==> src/rtl/muldiv_pkg.sv <==
// muldiv_pkg: funct codes, FSM encoding and decode helpers for the muldiv unit
package muldiv_pkg;
  localparam logic [5:0] F_MFHI  = 6'b010000;
  localparam logic [5:0] F_MTHI  = 6'b010001;
  localparam logic [5:0] F_MFLO  = 6'b010010;
  localparam logic [5:0] F_MTLO  = 6'b010011;
  localparam logic [5:0] F_MULT  = 6'b011000;
  localparam logic [5:0] F_MULTU = 6'b011001;
  localparam logic [5:0] F_DIV   = 6'b011010;
  localparam logic [5:0] F_DIVU  = 6'b011011;
  typedef enum logic [1:0] {IDLE = 2'd0, RUN = 2'd1, FIX = 2'd2} state_t;
  function automatic logic is_muldiv_class(input logic [5:0] f);
    return f[5:3] == 3'b010 && f[2] == 1'b0 || f[5:2] == 4'b0110;
  endfunction
  function automatic logic is_arith(input logic [5:0] f);
    return f[5:2] == 4'b0110;
  endfunction
endpackage

==> src/rtl/muldiv_iter_step.sv <==
// muldiv_iter_step: one shift-add multiply or restoring divide iteration
module muldiv_iter_step #(
  parameter int WIDTH = 32
) (
  input  logic               is_div,
  input  logic [2*WIDTH-1:0] acc,
  input  logic [WIDTH-1:0]   opnd,
  output logic [2*WIDTH-1:0] acc_nxt
);
  logic [WIDTH:0] sum, sh;
  logic [WIDTH-1:0] rem_sub;
  logic ge;
  always_comb begin
    sum = {1'b0, acc[2*WIDTH-1:WIDTH]} + (acc[0] ? {1'b0, opnd} : {(WIDTH+1){1'b0}});
    sh = {acc[2*WIDTH-1:WIDTH], acc[WIDTH-1]};
    rem_sub = sh[WIDTH-1:0] - opnd;
    ge = sh >= {1'b0, opnd};
    acc_nxt = is_div ? {ge ? rem_sub : sh[WIDTH-1:0], acc[WIDTH-2:0], ge} : {sum, acc[WIDTH-1:1]};
  end
endmodule

==> src/rtl/muldiv_unit.sv <==
// muldiv_unit: iterative mult/div sequencer owning HI/LO, with pipeline stall
// acc holds {hi,lo} partial product while multiplying, {remainder,quotient} while dividing
module muldiv_unit
  import muldiv_pkg::*;
#(
  parameter int WIDTH = 32,
  parameter int CNT_W = 5
) (
  input  logic             clk,
  input  logic             reset,
  input  logic             i_valid,
  input  logic [5:0]       i_funct,
  input  logic [WIDTH-1:0] i_rs,
  input  logic [WIDTH-1:0] i_rt,
  input  logic             i_flush,
  output logic             o_stall,
  output logic [WIDTH-1:0] o_result,
  output logic             o_busy
);
  state_t state_q, state_d;
  logic [CNT_W-1:0] cnt_q, cnt_d;
  logic [2*WIDTH-1:0] acc_q, acc_d, acc_step, prod;
  logic [WIDTH-1:0] opnd_q, opnd_d, hi_q, hi_d, lo_q, lo_d, rs_q, rs_d;
  logic [WIDTH-1:0] rs_mag, rt_mag, quo, rem;
  logic div_q, div_d, qneg_q, qneg_d, rneg_q, rneg_d, dz_q, dz_d;
  logic sgn, idle, accept;

  muldiv_iter_step #(.WIDTH(WIDTH)) u_step (
    .is_div (div_q),
    .acc    (acc_q),
    .opnd   (opnd_q),
    .acc_nxt(acc_step)
  );

  always_comb begin
    idle = state_q == IDLE;
    sgn = ~i_funct[0];
    rs_mag = (sgn & i_rs[WIDTH-1]) ? -i_rs : i_rs;
    rt_mag = (sgn & i_rt[WIDTH-1]) ? -i_rt : i_rt;
    accept = idle & i_valid & ~i_flush & is_arith(i_funct);
    prod = qneg_q ? -acc_q : acc_q;
    quo = qneg_q ? -acc_q[WIDTH-1:0] : acc_q[WIDTH-1:0];
    rem = rneg_q ? -acc_q[2*WIDTH-1:WIDTH] : acc_q[2*WIDTH-1:WIDTH];
    state_d = state_q;
    cnt_d = cnt_q;
    acc_d = acc_q;
    opnd_d = opnd_q;
    hi_d = hi_q;
    lo_d = lo_q;
    rs_d = rs_q;
    div_d = div_q;
    qneg_d = qneg_q;
    rneg_d = rneg_q;
    dz_d = dz_q;
    if (i_flush) begin
      state_d = IDLE;
    end else if (accept) begin
      state_d = RUN;
      cnt_d = CNT_W'(WIDTH - 1);
      div_d = i_funct[1];
      opnd_d = i_funct[1] ? rt_mag : rs_mag;
      acc_d = {{WIDTH{1'b0}}, i_funct[1] ? rs_mag : rt_mag};
      qneg_d = sgn & (i_rs[WIDTH-1] ^ i_rt[WIDTH-1]);
      rneg_d = sgn & i_rs[WIDTH-1];
      dz_d = i_rt == '0;
      rs_d = i_rs;
    end else if (idle & i_valid) begin
      hi_d = i_funct == F_MTHI ? i_rs : hi_q;
      lo_d = i_funct == F_MTLO ? i_rs : lo_q;
    end else if (state_q == RUN) begin
      acc_d = acc_step;
      state_d = cnt_q == '0 ? FIX : RUN;
      cnt_d = cnt_q == '0 ? cnt_q : cnt_q - 1'b1;
    end else if (state_q == FIX) begin
      state_d = IDLE;
      hi_d = div_q ? (dz_q ? rs_q : rem) : prod[2*WIDTH-1:WIDTH];
      lo_d = div_q ? (dz_q ? '1 : quo) : prod[WIDTH-1:0];
    end
  end

  always_ff @(posedge clk or posedge reset) begin
    if (reset) begin
      state_q <= IDLE;
      cnt_q <= '0;
      acc_q <= '0;
      opnd_q <= '0;
      hi_q <= '0;
      lo_q <= '0;
      rs_q <= '0;
      div_q <= 1'b0;
      qneg_q <= 1'b0;
      rneg_q <= 1'b0;
      dz_q <= 1'b0;
    end else begin
      state_q <= state_d;
      cnt_q <= cnt_d;
      acc_q <= acc_d;
      opnd_q <= opnd_d;
      hi_q <= hi_d;
      lo_q <= lo_d;
      rs_q <= rs_d;
      div_q <= div_d;
      qneg_q <= qneg_d;
      rneg_q <= rneg_d;
      dz_q <= dz_d;
    end
  end

  always_comb begin
    o_busy = state_q != IDLE;
    o_stall = i_valid & is_muldiv_class(i_funct) & o_busy;
    o_result = (idle & i_valid & i_funct == F_MFHI) ? hi_q :
               (idle & i_valid & i_funct == F_MFLO) ? lo_q : '0;
  end
endmodule

==> config.mk <==
export PLATFORM = sky130hd
export DESIGN_NAME = muldiv_unit
export DESIGN_NICKNAME = d
export VERILOG_FILES = /design/src/rtl/muldiv_pkg.sv /design/src/rtl/muldiv_iter_step.sv /design/src/rtl/muldiv_unit.sv
export SDC_FILE = /design/constraint.sdc
export NUM_CORES = 1
export LEC_CHECK = 0
export BUFFER_PORTS_ARGS = -buffer_cell sky130_fd_sc_hd__buf_2
export CORE_UTILIZATION = 25
export DETAILED_ROUTE_END_ITERATION = 10
export PLACE_DENSITY_LB_ADDON = 0.1
export SKIP_LAST_GASP = 1
export SLEW_MARGIN = 20
export SYNTH_ARGS = -nofsm -noshare
export SYNTH_HDL_FRONTEND = slang
export SYNTH_SLANG_ARGS = --single-unit
==> constraint.sdc <==
create_clock -name clk -period 6.61 [get_ports clk]
set_input_delay 0.9915 -clock clk [delete_from_list [all_inputs] [get_ports clk]]
set_output_delay 0.9915 -clock clk [all_outputs]
set_load 0.005 [all_outputs]
After elaboration in Yosys (flattened, before gate mapping)
Index checks and enable logic that the tools add are counted.

word-level totals
  RAM bits = 0
  memory bits (read-only) = 0
  logic and storage cells = 101
  output and inout port bits = 34
  bits of input ports = 74
  register bits after elaboration = 203
  bits in latches = 0
  memories = 0

operators by class
  $add $sub $neg = 8
  bitwise logic cells = 15
  $mul = 0
  reductions and logical operators = 15
  div/mod/pow operators = 0
  eq/ne operators = 14
  order comparisons = 1
  multiplexer cells = 37
  shift-type cells = 0

operators with widths
  operator                                               count
  two-way mux 32 bit                                     22
  two-way mux 64 bit                                     5
  negation 32 bit                                        4
  negation 64 bit                                        1
  adder 32 x 33 -> 33 bit                                1
  greater-or-equal comparator 33 x 32 -> 1 bit           1
  logical NOT 32 bit                                     1
  subtractor 32 bit                                      1
  == test 6 x 5 -> 1 bit, second input constant          4
  two-way mux 5 bit                                      4
  two-way mux 2 bit                                      6
  AND 1 bit                                              10
  AND reduction 5 bit                                    2
  inequality test 2 bit, second input constant           3
  nonzero test 2 bit                                     3
  logical NOT 5 bit                                      1
  subtractor 5 x 1 -> 5 bit, second input constant       1
  == test 4 x 3 -> 1 bit, second input constant          1
  inequality test 2 x 1 -> 1 bit, second input constant  2
  NOT 1 bit                                              4
  AND reduction 2 bit                                    2
  AND reduction 4 bit                                    1
  nonzero test 4 bit                                     1
  == test 3 x 2 -> 1 bit, second input constant          1
  8 further kinds                                        8

Longest topological paths before layout
Gate-level depths: netlist (run 1).

  depth after elaboration = 7
  mapped depth = 14
  gate-level depth less buffers = 13

By module
Synthesis (run 1) repeated with hierarchy kept, for this count alone.

second synthesis, totals
  cell total of the unflattened synthesis = 2388
  area total of the unflattened synthesis = 18235.0 um2

by module, submodules not included
  module            area an instance (um2)  seq. area each (um2)  cells each  times used
  muldiv_unit       13525.5                 5079.9                1685        1
  muldiv_iter_step  4709.5                  0.0                   703         1

Least setup slack after synthesis (run 1)
OpenSTA, ideal clock, no wires.

  kind = input -> register
  start = in i_rt[15]
  end = reg opnd_q[30]
  data required time = 6.480 ns
  path buffers = 0
  library setup time = 0.130 ns
  arrival = 3.456 ns
  slack = 3.024 ns
  cell stages on the path = 9
  cells stage by stage = or4_1 or4b_2 nor4_1 nand2_1 o41ai_1 xor2_1 a21oi_1 o21ai_0 o21ai_0

between the ends
  longest elaborated chain between the ends = 3

ends and longest elaborated chain
  what                    RTL line           text
  start: declaration      muldiv_unit.sv:14  input logic [WIDTH-1:0] i_rt,
  negation 32 bit         muldiv_unit.sv:39  rt_mag = (sgn & i_rt[WIDTH-1]) ? -i_rt : i_rt;
  two-way mux 32 bit      muldiv_unit.sv:39
  two-way mux 32 bit      muldiv_unit.sv:61  opnd_d = i_funct[1] ? rt_mag : rs_mag;
  end signal: assignment  muldiv_unit.sv:98  opnd_q <= opnd_d;
  end: declaration        muldiv_unit.sv:23  logic [WIDTH-1:0] opnd_q, opnd_d, hi_q, hi_d, lo_q, lo_d, rs_q, rs_d;

No other way between the ends.
A chain may end at the register's enable or synchronous reset.

Worst setup path after layout (run 1)
  start = reg acc_q[0]
  end = reg acc_q[56]

between the ends
  longest elaborated chain between the ends = 6

ends and longest elaborated chain
  what                      RTL line                text
  start: declaration        muldiv_unit.sv:22       logic [2*WIDTH-1:0] acc_q, acc_d, acc_step, prod;
  start signal: assignment  muldiv_unit.sv:85       acc_q <= '0;
  start signal: assignment  muldiv_unit.sv:97       acc_q <= acc_d;
  two-way mux 32 bit        muldiv_iter_step.sv:14  sum = {1'b0, acc[2*WIDTH-1:WIDTH]} + (acc[0] ? {1'b0, opnd} : {(WIDTH+1){1'b0}});
  adder 32 x 33 -> 33 bit   muldiv_iter_step.sv:14
  two-way mux 64 bit        muldiv_iter_step.sv:18  acc_nxt = is_div ? {ge ? rem_sub : sh[WIDTH-1:0], acc[WIDTH-2:0], ge} : {sum, acc[WIDTH-1:1]};
  two-way mux 64 bit        muldiv_unit.sv:70       end else if (state_q == RUN) begin
  two-way mux 64 bit        muldiv_unit.sv:67       end else if (idle & i_valid) begin
  two-way mux 64 bit        muldiv_unit.sv:57       end else if (accept) begin

No other way between the ends. The select of a mux whose other input is x is not followed.

==> impl_metrics.ini, run 1 <==
[finish]
final_cells = 3305
drive_above_1_share_pct = 9.852
layout_common_cells = 332 x nand2_1, 236 x nor2_1, 228 x o21ai_0, 201 x dfrtp_1, 171 x a21oi_1
fin_util_pct = 28.46
final_common_cell = nand2_1
nNetsFinal = 2493
fillers = 7734
diodes = 0
syn_to_final_growth_pct = 11.97

[die]
die_w_um = 269.8
die_h_um = 269.8
num_rows = 97
dieArea_um2 = 72770
design.core.area_um2 = 70510
initial_core_util_pct = 25.42
io_pins = 108

[timing]
setup_violations = 0
rsz0062_at_grt = no
fin_setup_tns_ps = 0
timing.final.ws_setup_ps = 1828
period_needed_ps = 4782
max_freq_ghz = 0.2091
min_period_over_period_pct = 72.34
timing.slew.headroom_pct = 26.80
fin_skew_ps = 29.74
drv_slew = 0
tightest_slew_ps = 1096
hold_violations = 0

[synth]
synth-edff-count = 0
avgSynthCellArea_um2 = 7.595
ys_types = 86
ys_seq_area_share_pct = 28.34
ys.flop_type = dfrtp_1
synth_nets = 2508
syn_inst = 2360
yosys_warnings = 0
netlist_area_um2 = 17920
ys_ff_latch = 203
synth-async-reset-ratio_pct = 100.0

[worst_setup_path]
cp_data_arrival_time_ps = 5230
slowest_stage = inv_1
cpMostUsedCell = o31ai_1
rr_worst_depth = 12
worst_ep_required_time_ps = 7060
r2r-start = acc_q[0]
start_kind = register
rrSetupSlack_ps = 1830
cpPeakStageDelay_ps = 830
worstSetupPathType = reg2reg
cp_max_fo = 31
path_cells = inv_1 -> nor2_1 -> ha_1 -> a2111oi_0 -> o31ai_1 -> and4_1 -> a41oi_1 -> o21bai_1 -> a31oi_1 -> o31ai_1 -> mux2i_1 -> a211o_1
worstSetupEndpointType = register
crit_buf_inv = 1
worst_r2r_endpoint = acc_q[56]
critPathTopFamily = compound AO/OA/AOI/OAI gates

[power_and_ir_drop]
p_int_w = 0.003454
leakagePower_nw = 8.848
p_total_w = 0.006015
ir_drop_mv = 0.2500
powerDensity_nw_per_um2 = 299.7
p_seq_share_pct = 31.4
clockPowerShare_pct = 27.5
p_sw_w = 0.002561
pwr-share-comb_pct = 41.0
swShare_pct = 42.58

[grt]
grt_max_degree = 117
first_global_vias = 16920
grt_pass1_wl_um = 119000
antenna_found_initial = 2
overflow = 0
grt_usage_pct = 21.71

[cts]
clock_sinks = 203
cts_max_level = 1
cts_hold_buffers = 0
postCtsSetupRepairBufs = 0
cts_made_buffers = 27
cts_resized = 0
clk_path_buf_depth = 3
cts_root_buf = clkbuf_16
cts_tree = done
clk_latency_ps = 580
clk_pin_slew_ps = 60

[placement]
io_buffers = 107
hpwl_um = 60490
post-place-ws_ps = 1825
place_inst = 3256
routabilityCongestion = 0.8751

[worst_hold_path]
worstHoldStart = rs_q[24]
hp-class = reg2reg
hold_depth = 2
min_to = rs_q[24]

[detailed_routing]
drtIter0Drc = 1462
routed_wl_um = 81540
drc_errors = 0
drt-vias-per-instance = 5.416
vias = 17900
dr.pass1.iters = 6
final_antenna_net_count = 0
wire_per_inst_um = 24.67

[run]
cap_violations = 0

[run_status]
outcome = finished, final reports clean
==> flip-flops by register name, summed over array words and instances (netlist names) <==
signal   flops
cnt_q        5
acc_q       64
opnd_q      32
state_q      2
div_q        1
qneg_q       1
rs_q        32
rneg_q       1
hi_q        32
dz_q         1
lo_q        32
==> logic make-up after synthesis <==
kind of cell,after synthesis,share of synthesized area (%)
xor+xnor,178,8.698
compound gates,709,24.41
mux,106,5.990
flops,203,28.34
fa+ha+maj,74,5.250
buf+inv,255,6.115
simple gates,835,21.19
==> layout make-up <==
type,instances,area [um^2],share of cell area (%)
inverters,71,274.0,1.365
clock inverters,9,176.4,0.8791
flip-flops and latches,203,5085,25.34
multi-input cells,1902,11760,58.62
well taps,940,1176,5.861
repair buffers,140,798.3,3.978
clock buffers,40,794.5,3.959
==> synth_stat cells, types with 12 or more instances <==
library cell	instances	area, um^2
o22ai_1	46	287.8
xor2_1	58	508.0
o41ai_1	13	113.9
nand2b_1	12	75.07
inv_1	70	262.8
clkbuf_1	130	488.0
ha_1	72	900.9
xnor2_1	120	1051
nand2_1	333	1250
nor2_1	236	885.9
dfrtp_1	203	5080
nand3_1	62	310.3
nor4_1	21	131.4
a21oi_1	171	855.8
a21o_1	28	210.2
nor2b_1	17	106.4
mux2i_1	96	960.9
or4_1	13	97.59
or3_1	21	131.4
o211ai_1	53	397.9
a211oi_1	17	127.6
o221ai_1	12	105.1
nor3_1	42	210.2
nand4_1	14	87.58
buf_1	28	105.1
o21ai_0	228	1141
a31oi_1	25	156.4
o21a_1	12	90.09
and3_1	17	106.4
o31ai_1	27	202.7
==> power groups by stage <==
stage / Combinational [W] / Sequential [W] / Clock, W
after floorplan: 0.00180 / 0.00169 / 0
after global placement: 0.00245 / 0.00190 / 0
after detailed placement: 0.00245 / 0.00191 / 0
after CTS: 0.00246 / 0.00189 / 0.00169
after global routing: 0.00270 / 0.00192 / 0.00173
final: 0.00247 / 0.00189 / 0.00166
==> metal layers <==
metal | share of wire [%] | vias up | track usage [%]
met5 | 0 | - | 0
met4 | 2.1 | 0 | 4.291
met3 | 4.5 | 70 | 2.022
met2 | 45 | 544 | 34.26
met1 | 48 | 8897 | 31.90
li1 | - | 8389 | -
==> worst max path at each step <==
stage	slack [ps]	cells after the start	start	endpoint
after global placement	2070	12	acc_q[0]	acc_q[60]
after global routing	1410	12	acc_q[0]	acc_q[56]
after CTS	1830	12	acc_q[0]	acc_q[56]
final	1830	12	acc_q[0]	acc_q[56]
after detailed placement	1820	12	acc_q[0]	acc_q[56]
after floorplan	80	1	reset	acc_q[0]
==> worst min-delay path, cell delays in order, from the launching register on <==
cell     delay, ps
dfrtp_1        340
nand2_1         50
nand2_1         60
==> through the flow <==
stage               instance area (um^2)  hold slack [ps]
floorplan                          17920            440.1
global placement                   19100            455.9
detailed placement                 19100            457.6
CTS                                20070            472.7
global route                       20070            497.9
finish                             20070            472.8
(Power assumes the default switching activity.)
==> run 2: changes to the inputs <==
Clock period 6.61 ns to 3.92 ns, I/O delays scaled along.
==> impl_metrics.ini, run 2 (synthesized netlist as in run 1, its figures left out) <==
[power_and_ir_drop]
clockPowerShare_pct = 26.2
pwr-share-comb_pct = 44.2
leakagePower_nw = 9.294
swShare_pct = 42.89
p_seq_share_pct = 29.6
ir_drop_mv = 0.3440
powerDensity_nw_per_um2 = 493.5
p_int_w = 0.005856
p_sw_w = 0.004398

[grt]
first_global_vias = 17330
grt_max_degree = 87
antenna_found_initial = 2
grt_usage_pct = 22.25
grt_pass1_wl_um = 121400
overflow = 0

[detailed_routing]
vias = 18310
routed_wl_um = 83200
drc_errors = 0
dr.pass1.iters = 5
drt-vias-per-instance = 5.400
drtIter0Drc = 1571
final_antenna_net_count = 0
wire_per_inst_um = 24.53

[cts]
clk_pin_slew_ps = 60
clk_path_buf_depth = 3
cts_max_level = 1
clock_sinks = 203
cts_root_buf = clkbuf_16
cts_tree = done
cts_made_buffers = 27
clk_latency_ps = 590
cts_hold_buffers = 0

[worst_setup_path]
worstSetupPathType = reg2reg
cp_max_fo = 7
r2r-start = acc_q[0]
worstSetupEndpointType = register
rr_worst_depth = 15
worst_ep_required_time_ps = 4390
worst_r2r_endpoint = acc_q[56]
cp_data_arrival_time_ps = 4250
start_kind = register
rrSetupSlack_ps = 140

[finish]
final_common_cell = nand2_1
fillers = 7644
final-seq-area_um2 = 5085
drive_above_1_share_pct = 13.02
nNetsFinal = 2580
fin_util_pct = 29.47
largest_register_ffs = 64
multiInputGateArea_um2 = 11770
regMostFlops = acc_q
syn_to_final_growth_pct = 15.94
layout_common_cells = 332 x nand2_1, 236 x nor2_1, 228 x o21ai_0, 201 x dfrtp_1, 171 x a21oi_1
diodes = 0

[timing]
hold_violations = 0
max_freq_ghz = 0.2645
rsz0062_at_grt = yes
setup_violations = 0
tightest_slew_ps = 848.4
fin_skew_ps = 22.34
fin_setup_tns_ps = 0
period_needed_ps = 3780
timing.slew.headroom_pct = 43.44
drv_slew = 0
min_period_over_period_pct = 96.43

[die]
die_h_um = 269.8
initial_core_util_pct = 25.42
num_rows = 97
design.core.area_um2 = 70510
dieArea_um2 = 72770
io_pins = 108
die_w_um = 269.8

[run]
cap_violations = 0

[placement]
io_buffers = 107
hpwl_um = 63920
routabilityCongestion = 0.8994

[worst_hold_path]
hp-class = in2async

[run_status]
outcome = finished, final reports clean
[run 2: cell types whose count changed in the layout (fill, tap and decap cells not counted), sizes merged]
cell	change
clkbuf	-3
inv	-1
clkinv	+3
clkinvlp	+1
bufinv	-1
buf	+87
[run 2: repair_timing]
| item | 4_1_cts | 5_1_grt |
|---|---|---|
| endpoints found under the setup margin | 0 | 6 |
| resized for setup | 0 | 2 |
| buffers inserted | 0 | 0 |
[run 2: final cells by class]
class | count | area share [%]
Multi-Input combinational cell | 1902 | 56.64
Sequential cell | 203 | 24.47
Timing Repair Buffer | 227 | 7.527
Clock inverter | 11 | 0.7767
Clock buffer | 37 | 3.625
Inverter | 71 | 1.301
Tap cell | 940 | 5.660
[run 2: worst max-delay path by stage]
stage	start	to	slack, ps	depth (start not counted)
after floorplan	acc_q[2]	hi_q[31]	340	11
after global placement	i_rt[13]	opnd_q[30]	130	11
after detailed placement	i_rt[13]	opnd_q[30]	120	11
after CTS	acc_q[0]	acc_q[56]	150	15
after global routing	acc_q[0]	acc_q[56]	-70	15
final	acc_q[0]	acc_q[56]	140	15
[run 2: critical path, cell delays in order (launching register included)]
cell and delay, ps:
dfrtp_1 380, buf_4 170, inv_1 160, nor2_1 70, ha_1 340, a2111oi_1 470, buf_4 200, o31ai_1 80
and4_1 250, a41oi_1 250, buf_4 170, o21bai_1 140, a31oi_1 420, o31ai_1 190, mux2i_1 150, a211o_1 230
[run 2: metal layers]
metal  up-vias  wire [um]  track usage [%]
met5         -          0                0
met4         0       1713            4.471
met3        84       5011            4.070
met2       528      36580            34.85
met1      9127      39900            31.67
li1       8574          -                -
[run 2: power groups by stage]
stage                     combinational (W)  clock (W)  sequential, W
after global placement              0.00447          0        0.00306
final                               0.00453    0.00268        0.00304
after detailed placement            0.00448          0        0.00307
after floorplan                     0.00303          0        0.00286
after global routing                0.00494    0.00281        0.00310
after CTS                           0.00449    0.00275        0.00303
[run 2: through the flow]
stage | total power (W) | hold WS (ps) | setup WS, ps | cells | cell area (um^2)
after floorplan | 0.005890 | 440.1 | 344.4 | 2360 | 17930
after global placement | 0.007535 | 458.3 | 134.2 | 3343 | 19860
after detailed placement | 0.007548 | 462.9 | 122.5 | 3343 | 19860
after CTS | 0.01028 | 169.7 | 151.4 | 3391 | 20770
after global routing | 0.01085 | 188.4 | -68.11 | 3391 | 20780
final | 0.01025 | 152.9 | 139.9 | 3391 | 20780
==> run 3: changes to the inputs <==
--- a/config.mk
+++ b/config.mk
@@ -7,2 +7,3 @@
 export LEC_CHECK = 0
+export ABC_AREA = 1
 export BUFFER_PORTS_ARGS = -buffer_cell sky130_fd_sc_hd__buf_2
==> constraint.sdc (replaced) <==
create_clock -name clk -period 3.92 [get_ports clk]
set_input_delay 1.176 -clock clk [delete_from_list [all_inputs] [get_ports clk]]
set_output_delay 1.176 -clock clk [all_outputs]
set_load 0.005 [all_outputs]
==> impl_metrics.ini, run 3 <==
[timing]
hold_violations = 0
fin_setup_tns_ps = 0
min_period_over_period_pct = 90.61
tightest_slew_ps = 834.4
period_needed_ps = 3552
drv_slew = 0
max_freq_ghz = 0.2815
rsz0062_at_grt = no
worst_hold_slack_ps = 486.5
fin_skew_ps = 51.80
setup_violations = 0
timing.slew.headroom_pct = 44.37

[cts]
cts_hold_buffers = 0
cts_made_buffers = 29
cts_resized = 0
clk_pin_slew_ps = 60
clk_latency_ps = 620
cts_root_buf = clkbuf_16
cts_max_level = 1
postCtsSetupRepairBufs = 0
cts_tree = done
clock_sinks = 203
clk_path_buf_depth = 3

[worst_setup_path]
worst_ep_required_time_ps = 2740
cp_max_fo = 32
worstSetupEndpointType = output port
worstSetupPathType = in2out
start_kind = input port
slowest_stage = buf_4
cp_data_arrival_time_ps = 2380
path_cells = buf_2 -> nor2_1 -> nand2_1 -> nor2_1 -> nand3_1 -> buf_4 -> o22ai_1 -> buf_2
cpPeakStageDelay_ps = 260

[finish]
regMostFlops = acc_q
final_common_cell = nand2_1
drive_above_1_share_pct = 9.106
layout_common_cells = 1060 x nand2_1, 486 x inv_1, 415 x nor2_1, 258 x nand3_1, 220 x o21ai_0
largest_register_ffs = 64
syn_to_final_growth_pct = 14.22
nNetsFinal = 3683

[placement]
hpwl_um = 87270
routabilityCongestion = 0.9566
io_buffers = 107

[detailed_routing]
dr.pass1.iters = 9
drt-vias-per-instance = 5.003
final_antenna_net_count = 0
vias = 23110
wire_per_inst_um = 23.00
drtIter0Drc = 1917
drc_errors = 8
routed_wl_um = 106200

[die]
num_rows = 104
die_w_um = 288.4
initial_core_util_pct = 25.37
io_pins = 108
design.core.area_um2 = 80810
dieArea_um2 = 83170
die_h_um = 288.4

[grt]
first_global_vias = 21850
top_usage_layer = met2
grt_pass1_wl_um = 153200
met2_usage_pct = 38.63
grt_usage_pct = 25.17
overflow = 0
grt_max_degree = 89
grt.met3_usage_pct = 3.476
antenna_found_initial = 0
use_met1_pct = 36.68

[synth]
synth_nets = 3605
netlist_area_um2 = 20500
ys.flop_type = dfrtp_1
synth-async-reset-ratio_pct = 100.0
synthTopCellsByArea = dfrtp_1 25%, nand2_1 19%, inv_1 8.9%, nor2_1 7.6%, nand3_1 6.3%
ys_ff_latch = 203
yosys_warnings = 0
synth_top_cells_by_count = 1061 x nand2_1, 487 x inv_1, 416 x nor2_1
synth_most_common_cell = nand2_1
ys_types = 58
ys_seq_area_share_pct = 24.77
netlist.area_leader.share_pct = 24.77
yosysTopAreaCell = dfrtp_1
avgSynthCellArea_um2 = 5.931
syn_inst = 3457
synth-edff-count = 0

[run_status]
outcome = finished, violations left
violations = design-rule violations

[run]
cap_violations = 0

[worst_hold_path]
hp-class = reg2reg

[power_and_ir_drop]
powerDensity_nw_per_um2 = 806.3
ir_drop_mv = 0.3547
leakagePower_nw = 12.00
==> run 3: cells by family (layout without fill, tap and decap cells) <==
family,after synthesis,after routing,synth area share [%]
and+or+nand+nor,1911,1911,39.28
buffers and inverters,626,727,11.98
AOI/OAI and AO/OA,568,568,16.17
DFF,203,203,24.77
xor gates and xnor gates,75,75,3.204
adders and majority gates,74,74,4.589
other,0,2,0
==> run 3: per-stage QoR <==
step	power [W]	instance area [um^2]	utilization [%]	setup WS (ps)	cells
after floorplan	0.01118	20510	-	113.7	3457
after global placement	0.01604	22410	27.73	417.0	4564
after detailed placement	0.01593	22410	27.73	378.5	4564
after CTS	0.01884	23420	28.98	382.3	4618
after global routing	0.02029	23420	28.98	190.1	4618
final	0.01888	23420	28.98	368.2	4620
==> run 3: per-layer routing <==
| metal | vias to the layer above | wire, um |
|---|---|---|
| met1 | 11010 | 50420 |
| met2 | 721 | 46170 |
| li1 | 11270 | - |
| met5 | - | 0 |
| met3 | 112 | 6743 |
| met4 | 0 | 2911 |
==> run 3: final timing paths <==
| check | endpoint | start | slack, ps | cells after the start |
|---|---|---|---|---|
| hold reg to reg | rs_q[25] | rs_q[25] | 490 | 2 |
| min in group asynchronous | hi_q[17] | reset | 630 | 2 |
| setup reg to reg | acc_q[54] | acc_q[58] | 760 | 14 |
| hold / removal | rs_q[25] | rs_q[25] | 490 | 2 |
| setup / recovery | o_result[18] | i_funct[5] | 370 | 8 |
| max in group asynchronous | div_q | reset | 2450 | 3 |
==> run 3: worst max-delay path, delay by kind of cell <==
kind	cells	cell delay [ps]
compound gates	1	230
buf+inv	3	520
simple gates	4	440
==> run 3: layout make-up <==
class	count	area, um^2
fill	9261	57390
tap	1060	1326
timing repair buffer	172	1111
antenna	2	5.005
inverter	501	1888
multi-input combinational	2628	13000
clock inverter	11	127.6
clock buffer	43	878.3
sequential	203	5082
==> run 3: where the power goes <==
part	switching (W)	internal [W]	leakage, nW
logic	0.00847	0.00347	9.11
registers	0.00113	0.00298	2.40
clock network	0.00116	0.00168	0.487
total	0.0108	0.00813	12.0
